==> config.mk <==
export PLATFORM = sky130hd
export DESIGN_NAME = mips_multicycle_ctrl
export DESIGN_NICKNAME = d
export VERILOG_FILES = /design/src/rtl/mips_multicycle_ctrl.sv
export SDC_FILE = /design/constraint.sdc
export NUM_CORES = 1
export LEC_CHECK = 0
export BUFFER_PORTS_ARGS = -buffer_cell sky130_fd_sc_hd__buf_2
export CAP_MARGIN = 20
export CORE_ASPECT_RATIO = 0.7
export CORE_MARGIN = 5
export CORE_UTILIZATION = 40
export CTS_BUF_LIST = sky130_fd_sc_hd__clkbuf_4 sky130_fd_sc_hd__clkbuf_8 sky130_fd_sc_hd__clkbuf_16
export DETAILED_ROUTE_END_ITERATION = 7
export PLACE_DENSITY = 0.69
export SETUP_SLACK_MARGIN = 0.05
export SYNTH_ARGS = -nofsm -noshare
export SYNTH_HDL_FRONTEND = slang
export SYNTH_SLANG_ARGS = --single-unit
==> constraint.sdc <==
create_clock -name clock -period 5.96 [get_ports clock]
set_clock_uncertainty 0.15 [all_clocks]
set_input_delay 0.298 -clock clock [delete_from_list [all_inputs] [get_ports clock]]
set_output_delay 0.298 -clock clock [all_outputs]
set_load 0.05 [all_outputs]
==> src/rtl/mips_multicycle_ctrl.sv <==
// Multi-cycle control FSM for a shared-datapath MIPS core: sequences fetch/decode/execute,
// stalls on the memory handshake, counts retired instructions and halts on HALT/illegal opcodes.
module mips_multicycle_ctrl #(
    parameter int         CNT_W   = 32,
    parameter logic [5:0] HALT_OP = 6'h3F
) (
    input  logic             clock,
    input  logic             reset,
    input  logic [5:0]       opcode,
    input  logic             mem_ready,
    output logic             pc_write,
    output logic             pc_write_cond,
    output logic             i_or_d,
    output logic             mem_read,
    output logic             mem_write,
    output logic             ir_write,
    output logic             mem_to_reg,
    output logic             reg_dst,
    output logic             reg_write,
    output logic             alu_src_a,
    output logic [1:0]       alu_src_b,
    output logic [1:0]       alu_op,
    output logic [1:0]       pc_source,
    output logic [3:0]       state,
    output logic             instr_done,
    output logic [CNT_W-1:0] instr_count,
    output logic             halted
);

    typedef enum logic [3:0] {
        S_FETCH  = 4'd0,  S_DECODE = 4'd1,  S_MEMADR = 4'd2,  S_MEMRD  = 4'd3,
        S_MEMWB  = 4'd4,  S_MEMWR  = 4'd5,  S_EXEC   = 4'd6,  S_RWB    = 4'd7,
        S_BRANCH = 4'd8,  S_JUMP   = 4'd9,  S_IEXEC  = 4'd10, S_IWB    = 4'd11,
        S_HALT   = 4'd12
    } state_t;

    state_t           state_reg, state_next;
    logic [CNT_W-1:0] count_reg;
    logic             halted_reg;

    always_comb begin
        state_next    = state_reg;
        pc_write      = 1'b0;
        pc_write_cond = 1'b0;
        i_or_d        = 1'b0;
        mem_read      = 1'b0;
        mem_write     = 1'b0;
        ir_write      = 1'b0;
        mem_to_reg    = 1'b0;
        reg_dst       = 1'b0;
        reg_write     = 1'b0;
        alu_src_a     = 1'b0;
        alu_src_b     = 2'd0;
        alu_op        = 2'd0;
        pc_source     = 2'd0;
        instr_done    = 1'b0;
        case (state_reg)
            S_FETCH: begin
                mem_read  = 1'b1;
                alu_src_b = 2'd1;
                if (mem_ready) begin
                    ir_write   = 1'b1;
                    pc_write   = 1'b1;
                    state_next = S_DECODE;
                end
            end
            S_DECODE: begin
                alu_src_b = 2'd3;
                // HALT_OP is checked first so it wins even if configured to a legal opcode
                if (opcode == HALT_OP) begin
                    state_next = S_HALT;
                end else begin
                    case (opcode)
                        6'h00:        state_next = S_EXEC;
                        6'h23, 6'h2B: state_next = S_MEMADR;
                        6'h04:        state_next = S_BRANCH;
                        6'h02:        state_next = S_JUMP;
                        6'h08:        state_next = S_IEXEC;
                        default:      state_next = S_HALT;
                    endcase
                end
            end
            S_MEMADR: begin
                alu_src_a  = 1'b1;
                alu_src_b  = 2'd2;
                state_next = (opcode == 6'h23) ? S_MEMRD : S_MEMWR;
            end
            S_MEMRD: begin
                mem_read = 1'b1;
                i_or_d   = 1'b1;
                if (mem_ready) state_next = S_MEMWB;
            end
            S_MEMWB: begin
                reg_write  = 1'b1;
                mem_to_reg = 1'b1;
                instr_done = 1'b1;
                state_next = S_FETCH;
            end
            S_MEMWR: begin
                mem_write = 1'b1;
                i_or_d    = 1'b1;
                if (mem_ready) begin
                    instr_done = 1'b1;
                    state_next = S_FETCH;
                end
            end
            S_EXEC: begin
                alu_src_a  = 1'b1;
                alu_op     = 2'd2;
                state_next = S_RWB;
            end
            S_RWB: begin
                reg_write  = 1'b1;
                reg_dst    = 1'b1;
                instr_done = 1'b1;
                state_next = S_FETCH;
            end
            S_IEXEC: begin
                alu_src_a  = 1'b1;
                alu_src_b  = 2'd2;
                state_next = S_IWB;
            end
            S_IWB: begin
                reg_write  = 1'b1;
                instr_done = 1'b1;
                state_next = S_FETCH;
            end
            S_BRANCH: begin
                alu_src_a     = 1'b1;
                alu_op        = 2'd1;
                pc_write_cond = 1'b1;
                pc_source     = 2'd1;
                instr_done    = 1'b1;
                state_next    = S_FETCH;
            end
            S_JUMP: begin
                pc_write   = 1'b1;
                pc_source  = 2'd2;
                instr_done = 1'b1;
                state_next = S_FETCH;
            end
            S_HALT:  state_next = S_HALT;
            default: state_next = S_FETCH;
        endcase
        // The reset cycle must not issue memory or register side effects
        if (reset) begin
            state_next    = S_FETCH;
            pc_write      = 1'b0;
            pc_write_cond = 1'b0;
            i_or_d        = 1'b0;
            mem_read      = 1'b0;
            mem_write     = 1'b0;
            ir_write      = 1'b0;
            mem_to_reg    = 1'b0;
            reg_dst       = 1'b0;
            reg_write     = 1'b0;
            alu_src_a     = 1'b0;
            alu_src_b     = 2'd0;
            alu_op        = 2'd0;
            pc_source     = 2'd0;
            instr_done    = 1'b0;
        end
    end

    always_ff @(posedge clock) begin
        if (reset) begin
            state_reg  <= S_FETCH;
            count_reg  <= '0;
            halted_reg <= 1'b0;
        end else begin
            state_reg  <= state_next;
            halted_reg <= (state_next == S_HALT);
            if (instr_done && (count_reg != {CNT_W{1'b1}}))
                count_reg <= count_reg + CNT_W'(1);
        end
    end

    assign state       = state_reg;
    assign instr_count = count_reg;
    assign halted      = halted_reg;

endmodule

==> results.cfg, run 1 <==
[sta]
min_period_ns = 2.79
slew_headroom_pct = 46.5
setup_violations = 0
max_freq_ghz = 0.359
final_max_slew_viol_count = 0
hold_viol = 0
setup-tns-final_ns = 0
min_period_over_period_pct = 46.8
tightestPinTransition_ns = 0.803
fin_ws_ns = 3.17
grt_setup_unrepaired = false

[power_and_ir_drop]
pwr_density_cell_nw_per_um2 = 195
ir_worst_vdd_v = 0.0000808
leakagePower_nw = 1.05

[clocking]
cts.sinks = 37
h-tree-depth = 2
hold_buffers = 0
path_clk_slew_ns = 0.07
root_buffer = clkbuf_8
cts_inserted_buffers = 5
postCtsSetupBuffers = 0
clock_latency_ns = 0.29
cts_resized = 0
cts_tree = yes
clock_path_buffers = 2

[synth]
synth_top_flop_cell = dfxtp_1
avgSynthCellArea_um2 = 7.93
synthDominantCellAreaShare_pct = 32.1
synth_edf_count = 0
ys.warnings.count = 0
synthSimpleGateAreaFrac_pct = 34.6
ys_seq_elements = 37
netlist_area_um2 = 2310
synth.distinct_cells = 60
synthTopCellsByArea = dfxtp_1 32%, a21oi_1 6.1%, o31ai_1 4.2%
yosys-mux-area-fraction_pct = 1.79
netlist_instances = 291
seq_area_frac_synth_pct = 32.1
synth_fa_ha_area_share_pct = 0.542
synthArstFlopShare_pct = 0
syn_nets = 301
synth_compound_area_share_pct = 23.7
synth_top_family_by_area = simple AND/OR/NAND/NOR gates
synth_xor_area_share_pct = 1.14
synth.largest_area_cell = dfxtp_1

[grt]
antenna_found_initial = 0
grt_max_degree = 44
grt_pass1_wl_um = 9630
grt.total_usage_pct = 16.0
grt-ovfl-total = 0
grt_pass1_vias = 1960

[place]
hpwlAfterDp_um = 4300
io_buffers = 62
gp_congestion = 0.900
pre_cts_slack_ns = 3.24

[final_layout]
largest_reg_flops = 32
area_growth_pct = 17.1
drive_above_1_share_pct = 25.5
nets = 354
insertedDiodeCount = 0

[setup_path]
required_ns = 6.00
critPathCaptureType = register
cpPeakStageDelay_ns = 0.57
arrival_ns = 2.82
path_cells = and3_1 > nand4_1 > nor2_1 > nor4bb_1 > mux2_2
worst_setup_path_start_kind = register
crit_type = register to register
crit_slowest_cell = nor2_1
cp_max_fo = 17

[drt]
drc = 0
via_per_inst = 5.69
drt-initial-drc-count = 232
drt_wl_total_um = 5920
ant_nets = 0
met3_length_um = 392
wl_met2_um = 2370
via_count = 2390
top_layer = met4
firstDrtPassIters = 4
wl_met1_um = 3090
wl_per_cell_um = 14.1

[floorplan]
core_um2 = 5670
chipWidth_um = 101
start_util_pct = 40.7
die_h_um = 73.6
rows = 23
die_area_um2 = 7410
io_pins = 63

[job]
max-cap-violations = 0

[outcome]
status = finished, final reports clean

[min_path]
hold_path_class = input port to register
[worst paths after layout]
path	cells after the start	to	start	slack (ns)
setup / recovery	5	instr_count[27]	instr_count[2]	3.17
hold / removal	3	state[0]	opcode[1]	0.18
setup reg to reg	5	instr_count[27]	instr_count[2]	3.17
hold reg to reg	1	instr_count[31]	instr_count[31]	0.34
[Yosys cell counts (all sizes together) (3+ instances only)]
| cell type | number |
|---|---|
| mux2i | 3 |
| o31ai | 13 |
| and4 | 3 |
| inv | 9 |
| a21oi | 30 |
| or3 | 12 |
| or4 | 12 |
| o21ai | 15 |
| nor2 | 25 |
| a31oi | 3 |
| buf | 9 |
| nand3 | 13 |
| o41ai | 4 |
| nand4 | 7 |
| or2 | 4 |
| nand4b | 3 |
| nor3b | 3 |
| clkbuf | 8 |
| and2 | 3 |
| nand3b | 3 |
| nand2b | 4 |
| nand2 | 20 |
| and3 | 8 |
| nor3 | 12 |
| dfxtp | 37 |
| nor2b | 3 |
[critical path: cells and delay by family, from the launching register on]
kind          cells  cell delay (ns)
simple gates      4             1.72
mux               1             0.37
flops             1             0.43
[kinds of logic after synthesis]
group           after synthesis
flops                        37
compound gates               80
simple gates                140
fa+ha+maj                     1
buf+inv                      26
xor+xnor                      3
mux                           4
[layout make-up]
| type | count | area, um2 |
|---|---|---|
| Clock buffer | 8 | 91.3 |
| Fill cell | 569 | 2970 |
| Inverter | 9 | 33.8 |
| Multi-Input combinational cell | 228 | 1430 |
| Sequential cell | 37 | 741 |
| Tap cell | 75 | 93.8 |
| Timing Repair Buffer | 63 | 318 |
[power by group]
part	total [W]	internal, W	switching [W]
Clock	0.000182	0.0000967	0.0000850
Sequential	0.000259	0.000250	0.00000917
Combinational	0.0000857	0.0000245	0.0000612
[metal layers]
layer  GRT usage (%)  up-vias
met4            4.19        0
met1            25.2     1106
met5               0        -
li1                -     1204
met3            4.27        7
met2            21.0       73
[per-stage QoR]
step,cell area [um2],utilization [%],total power (W),hold WS [ns],instances
2_1_floorplan,2310,-,0.000334,0.305,291
3_3_place_gp,2610,46.1,0.000349,0.317,412
3_5_place_dp,2610,46.1,0.000349,0.319,412
4_1_cts,2700,47.7,0.000529,0.179,420
5_1_grt,2700,47.7,0.000549,0.201,420
6_report,2700,47.7,0.000526,0.184,420
[placed cells by master (no fill, tap or decap), drive strengths merged, types with 9 or more instances in the layout]
master	synthesis	final
o21ai	15	15
nand2	20	20
or4	12	12
a21oi	30	30
dfxtp	37	37
inv	9	9
nand3	13	13
buf	9	63
or3	12	12
nor3	12	12
nor2	25	25
o31ai	13	13
No activity file was read; power rests on OpenSTA's default activity.
==> run 2, diff against run 1 <==
Clock period 5.96 ns to 2.7 ns, I/O delays scaled along.
==> results.cfg, run 2 (same netlist as run 1, synthesis figures left out) <==
[clocking]
postCtsSetupBuffers = 0
clock_path_buffers = 2
hold_buffers = 0
cts_tree = yes
root_buffer = clkbuf_8
path_clk_slew_ns = 0.07
cts_inserted_buffers = 5
clock_latency_ns = 0.29
h-tree-depth = 2
cts_resized = 0
cts.sinks = 37

[setup_path]
crit_slowest_cell = dfxtp_1
r2r_slack_ns = 0.34
cp_max_fo = 17
cpPeakStageDelay_ns = 0.40
worst_setup_path_start_kind = register
path_cells = ha_1 > and4_1 > nand2_1 > o41ai_4 > buf_4 > mux2i_1 > nor2_1
crit_start = instr_count[0]
r2r_start = instr_count[0]
crit_cells = 7
critPathCaptureType = register
ff2ff_path_depth = 7
critPathBufInv = 1
worstReg2RegEnd = instr_count[1]
required_ns = 2.71
crit_family = simple AND/OR/NAND/NOR gates
arrival_ns = 2.37
endpoint = instr_count[1]
crit_type = register to register

[drt]
wl_per_cell_um = 14.5
drt_wl_total_um = 6200
drt-initial-drc-count = 156
via_count = 2452
ant_nets = 0
firstDrtPassIters = 5
drc = 0
via_per_inst = 5.73

[final_layout]
largest_reg_flops = 32
post-route-util_pct = 49.2
insertedDiodeCount = 0
final_area_um2 = 2790
drive_above_1_share_pct = 28.3
nets = 363
area_growth_pct = 20.8
layout_commonest_cell = buf_2
final_cell_mix = 62 x buf_2, 37 x dfxtp_1, 28 x a21oi_1, 25 x nor2_1, 20 x nand2_1

[floorplan]
die_h_um = 73.6
chipWidth_um = 101
io_pins = 63
rows = 23
core_um2 = 5670
die_area_um2 = 7410
start_util_pct = 40.7

[grt]
grt_pass1_wl_um = 9960
grt.total_usage_pct = 16.5
grt_max_degree = 43
grt_pass1_vias = 2099
antenna_found_initial = 0
grt-ovfl-total = 0

[sta]
slew_headroom_pct = 62.5
min_period_ns = 2.36
setup_violations = 0
max_freq_ghz = 0.425
setup-tns-final_ns = 0
min_period_over_period_pct = 87.2
final_max_slew_viol_count = 0
grt_setup_unrepaired = false
hold_ws_ns = 0.00669
tightestPinTransition_ns = 0.559
hold_viol = 0

[job]
max-cap-violations = 0

[min_path]
worstHoldStart = opcode[1]
hold_path_class = input port to register
hold_depth = 3

[place]
gp_congestion = 0.955
postPlaceCellArea_um2 = 2700
hpwlAfterDp_um = 4580
io_buffers = 62

[power_and_ir_drop]
p_total_w = 0.00117
leakagePower_nw = 1.10
pwr_density_cell_nw_per_um2 = 420
ir_worst_vdd_v = 0.000188

[outcome]
status = finished, final reports clean
## run 2: changes by cell type in the layout (fill, tap and decap cells not counted)
cell,before,now
nor3_1,11,8
buf_4,1,10
clkbuf_8,5,6
clkbuf_4,3,1
nor3_2,1,4
nor3b_1,3,2
nor3b_2,0,1
## run 2: final cells by class
cell class | instances | area [um2]
tap | 75 | 93.8
clock buffer | 7 | 90.1
sequential | 37 | 741
timing repair buffer | 72 | 385
fill | 562 | 2880
inverter | 9 | 33.8
multi-input combinational | 228 | 1450
## run 2: power breakdown
part	internal, W	total [W]	switching [W]
sequential	0.000551	0.000558	0.00000715
combinational	0.0000620	0.000215	0.000153
clock	0.000213	0.000399	0.000186
total	0.000826	0.00117	0.000346
## run 2: worst register-to-register path, stage by stage (launching register included)
cell and delay [ns]:
dfxtp_1 0.40, ha_1 0.23, and4_1 0.28, nand2_1 0.21, o41ai_4 0.40, buf_4 0.31, mux2i_1 0.20, nor2_1 0.05
## run 2: per-stage QoR
step / cells / setup slack, ns
after floorplan: 291 / -0.0607
after CTS: 428 / 0.345
final: 428 / 0.344
after detailed placement: 421 / 0.364
after global routing: 428 / 0.148
after global placement: 421 / 0.419
## run 2: worst min path at each step
stage / endpoint
2_1_floorplan: state[0]
3_3_place_gp: state[0]
3_5_place_dp: state[0]
4_1_cts: state[0]
5_1_grt: state[0]
6_report: state[0]
## run 2: per-layer routing
layer | track usage, % | vias to the layer above | share of wire [%] | wire, um
met2 | 23.5 | 78 | 42 | 2630
li1 | - | 1229 | - | -
met5 | 0 | - | 0 | 0
met3 | 4.08 | 5 | 6.9 | 425
met1 | 24.6 | 1140 | 50 | 3100
met4 | 4.33 | 0 | 0.85 | 53
==> run 3, diff against run 2 <==
Settings changed: HOLD_SLACK_MARGIN set to 0.15, PLACE_DENSITY 0.69 to not set.
==> results.cfg, run 3 (same netlist as run 1, synthesis figures left out) <==
[drt]
drc = 0
drt_wl_total_um = 6410
via_count = 2482
ant_nets = 0
firstDrtPassIters = 4
wl_per_cell_um = 14.8
via_per_inst = 5.75
drt-initial-drc-count = 154

[sta]
tightestPinTransition_ns = 0.603
min_period_over_period_pct = 91.1
max_freq_ghz = 0.406
hold_viol = 0
fin_ws_ns = 0.239
setup_violations = 0
min_period_ns = 2.46
slew_headroom_pct = 59.6
grt_setup_unrepaired = false
setup-tns-final_ns = 0
final_max_slew_viol_count = 0

[power_and_ir_drop]
ir_worst_vdd_v = 0.000255
leakagePower_nw = 1.13
p_total_w = 0.00129
pwr_density_cell_nw_per_um2 = 453

[grt]
grt_pass1_vias = 2116
grt-ovfl-total = 0
grt_pass1_wl_um = 10300
antenna_found_initial = 0
grt.total_usage_pct = 17.3
grt_max_degree = 43

[clocking]
cts_inserted_buffers = 5
clock_path_buffers = 2
cts_resized = 0
postCtsSetupBuffers = 0
clock_latency_ns = 0.30
path_clk_slew_ns = 0.08
root_buffer = clkbuf_8
cts_tree = yes
cts.sinks = 37
h-tree-depth = 2

[setup_path]
crit_start = instr_count[9]
required_ns = 2.72
cp_max_fo = 26
arrival_ns = 2.48
worst_setup_path_start_kind = register
critPathCaptureType = register
crit_type = register to register
r2r_start = instr_count[9]

[final_layout]
layout_commonest_cell = buf_2
insertedDiodeCount = 0
drive_above_1_share_pct = 28.9
nets = 366
final_cell_mix = 62 x buf_2, 37 x dfxtp_1, 28 x a21oi_1, 25 x nor2_1, 20 x nand2_1
largest_reg_flops = 32
instances_no_fill = 432
post-route-util_pct = 50.4
area_growth_pct = 23.7

[floorplan]
die_area_um2 = 7410
rows = 23
start_util_pct = 40.7
chipWidth_um = 101
die_h_um = 73.6
core_um2 = 5670
io_pins = 63

[place]
io_buffers = 62
place_inst = 423
hpwlAfterDp_um = 4650
gp_congestion = 0.846
pre_cts_slack_ns = 0.289

[min_path]
worstHoldStart = opcode[4]
hold_path_class = input port to register

[outcome]
status = finished, final reports clean

[job]
max-cap-violations = 0
run 3: changes by cell type in the layout (fill, tap and decap cells not counted), sizes merged:
cell | before | now
clkbuf | 7 | 6
bufinv | 0 | 1
buf | 72 | 74
clkinvlp | 0 | 1
dlygate4sd3 | 0 | 1
run 3: routing by layer:
| layer | GRT usage [%] | part of all wire (%) | vias to the layer above |
|---|---|---|---|
| li1 | - | - | 1238 |
| met1 | 27.0 | 53 | 1146 |
| met2 | 22.0 | 39 | 91 |
| met3 | 5.03 | 7.2 | 7 |
| met4 | 5.53 | 1.0 | 0 |
| met5 | 0 | 0 | - |
run 3: per-stage QoR:
| step | hold WS, ns | area (um2) |
|---|---|---|
| final | 0.198 | 2860 |
| after global routing | 0.228 | 2860 |
| after CTS | 0.178 | 2860 |
| after detailed placement | 0.335 | 2730 |
| after global placement | 0.317 | 2730 |
| after floorplan | 0.142 | 2330 |
run 3: layout make-up:
class,instances,area [um2]
fill,549,2810
multi-input combinational,228,1450
sequential,37,741
timing repair buffer,75,423
tap,75,93.8
clock buffer,6,82.6
clock inverter,2,37.5
inverter,9,33.8
run 3: worst max-delay path, cell delays in order, from the launching register on:
cell	delay (ns)
dfxtp_1	0.45
nand4_1	0.24
or2_2	0.41
o41ai_4	0.59
buf_12	0.25
mux2i_1	0.19
nor2_1	0.05
run 3: where the power goes:
group          switching, W  internal [W]  total, W
clock network      0.000213      0.000300  0.000514
logic              0.000156     0.0000656  0.000222
registers        0.00000686      0.000551  0.000558
total              0.000376      0.000917   0.00129
run 3: final timing paths:
check	end	slack, ns	cells past startpoint
worst max-delay path	instr_count[1]	0.24	6
worst min register to register	instr_count[23]	0.35	2
worst max register to register	instr_count[1]	0.24	6
worst min-delay path	state[1]	0.20	5
run 3: timing repair:
item | 4_1_cts | 5_1_grt
hold endpoints to repair | 1 | 0
endpoints found under the setup margin | 0 | 0
hold buffers | 1 | 0
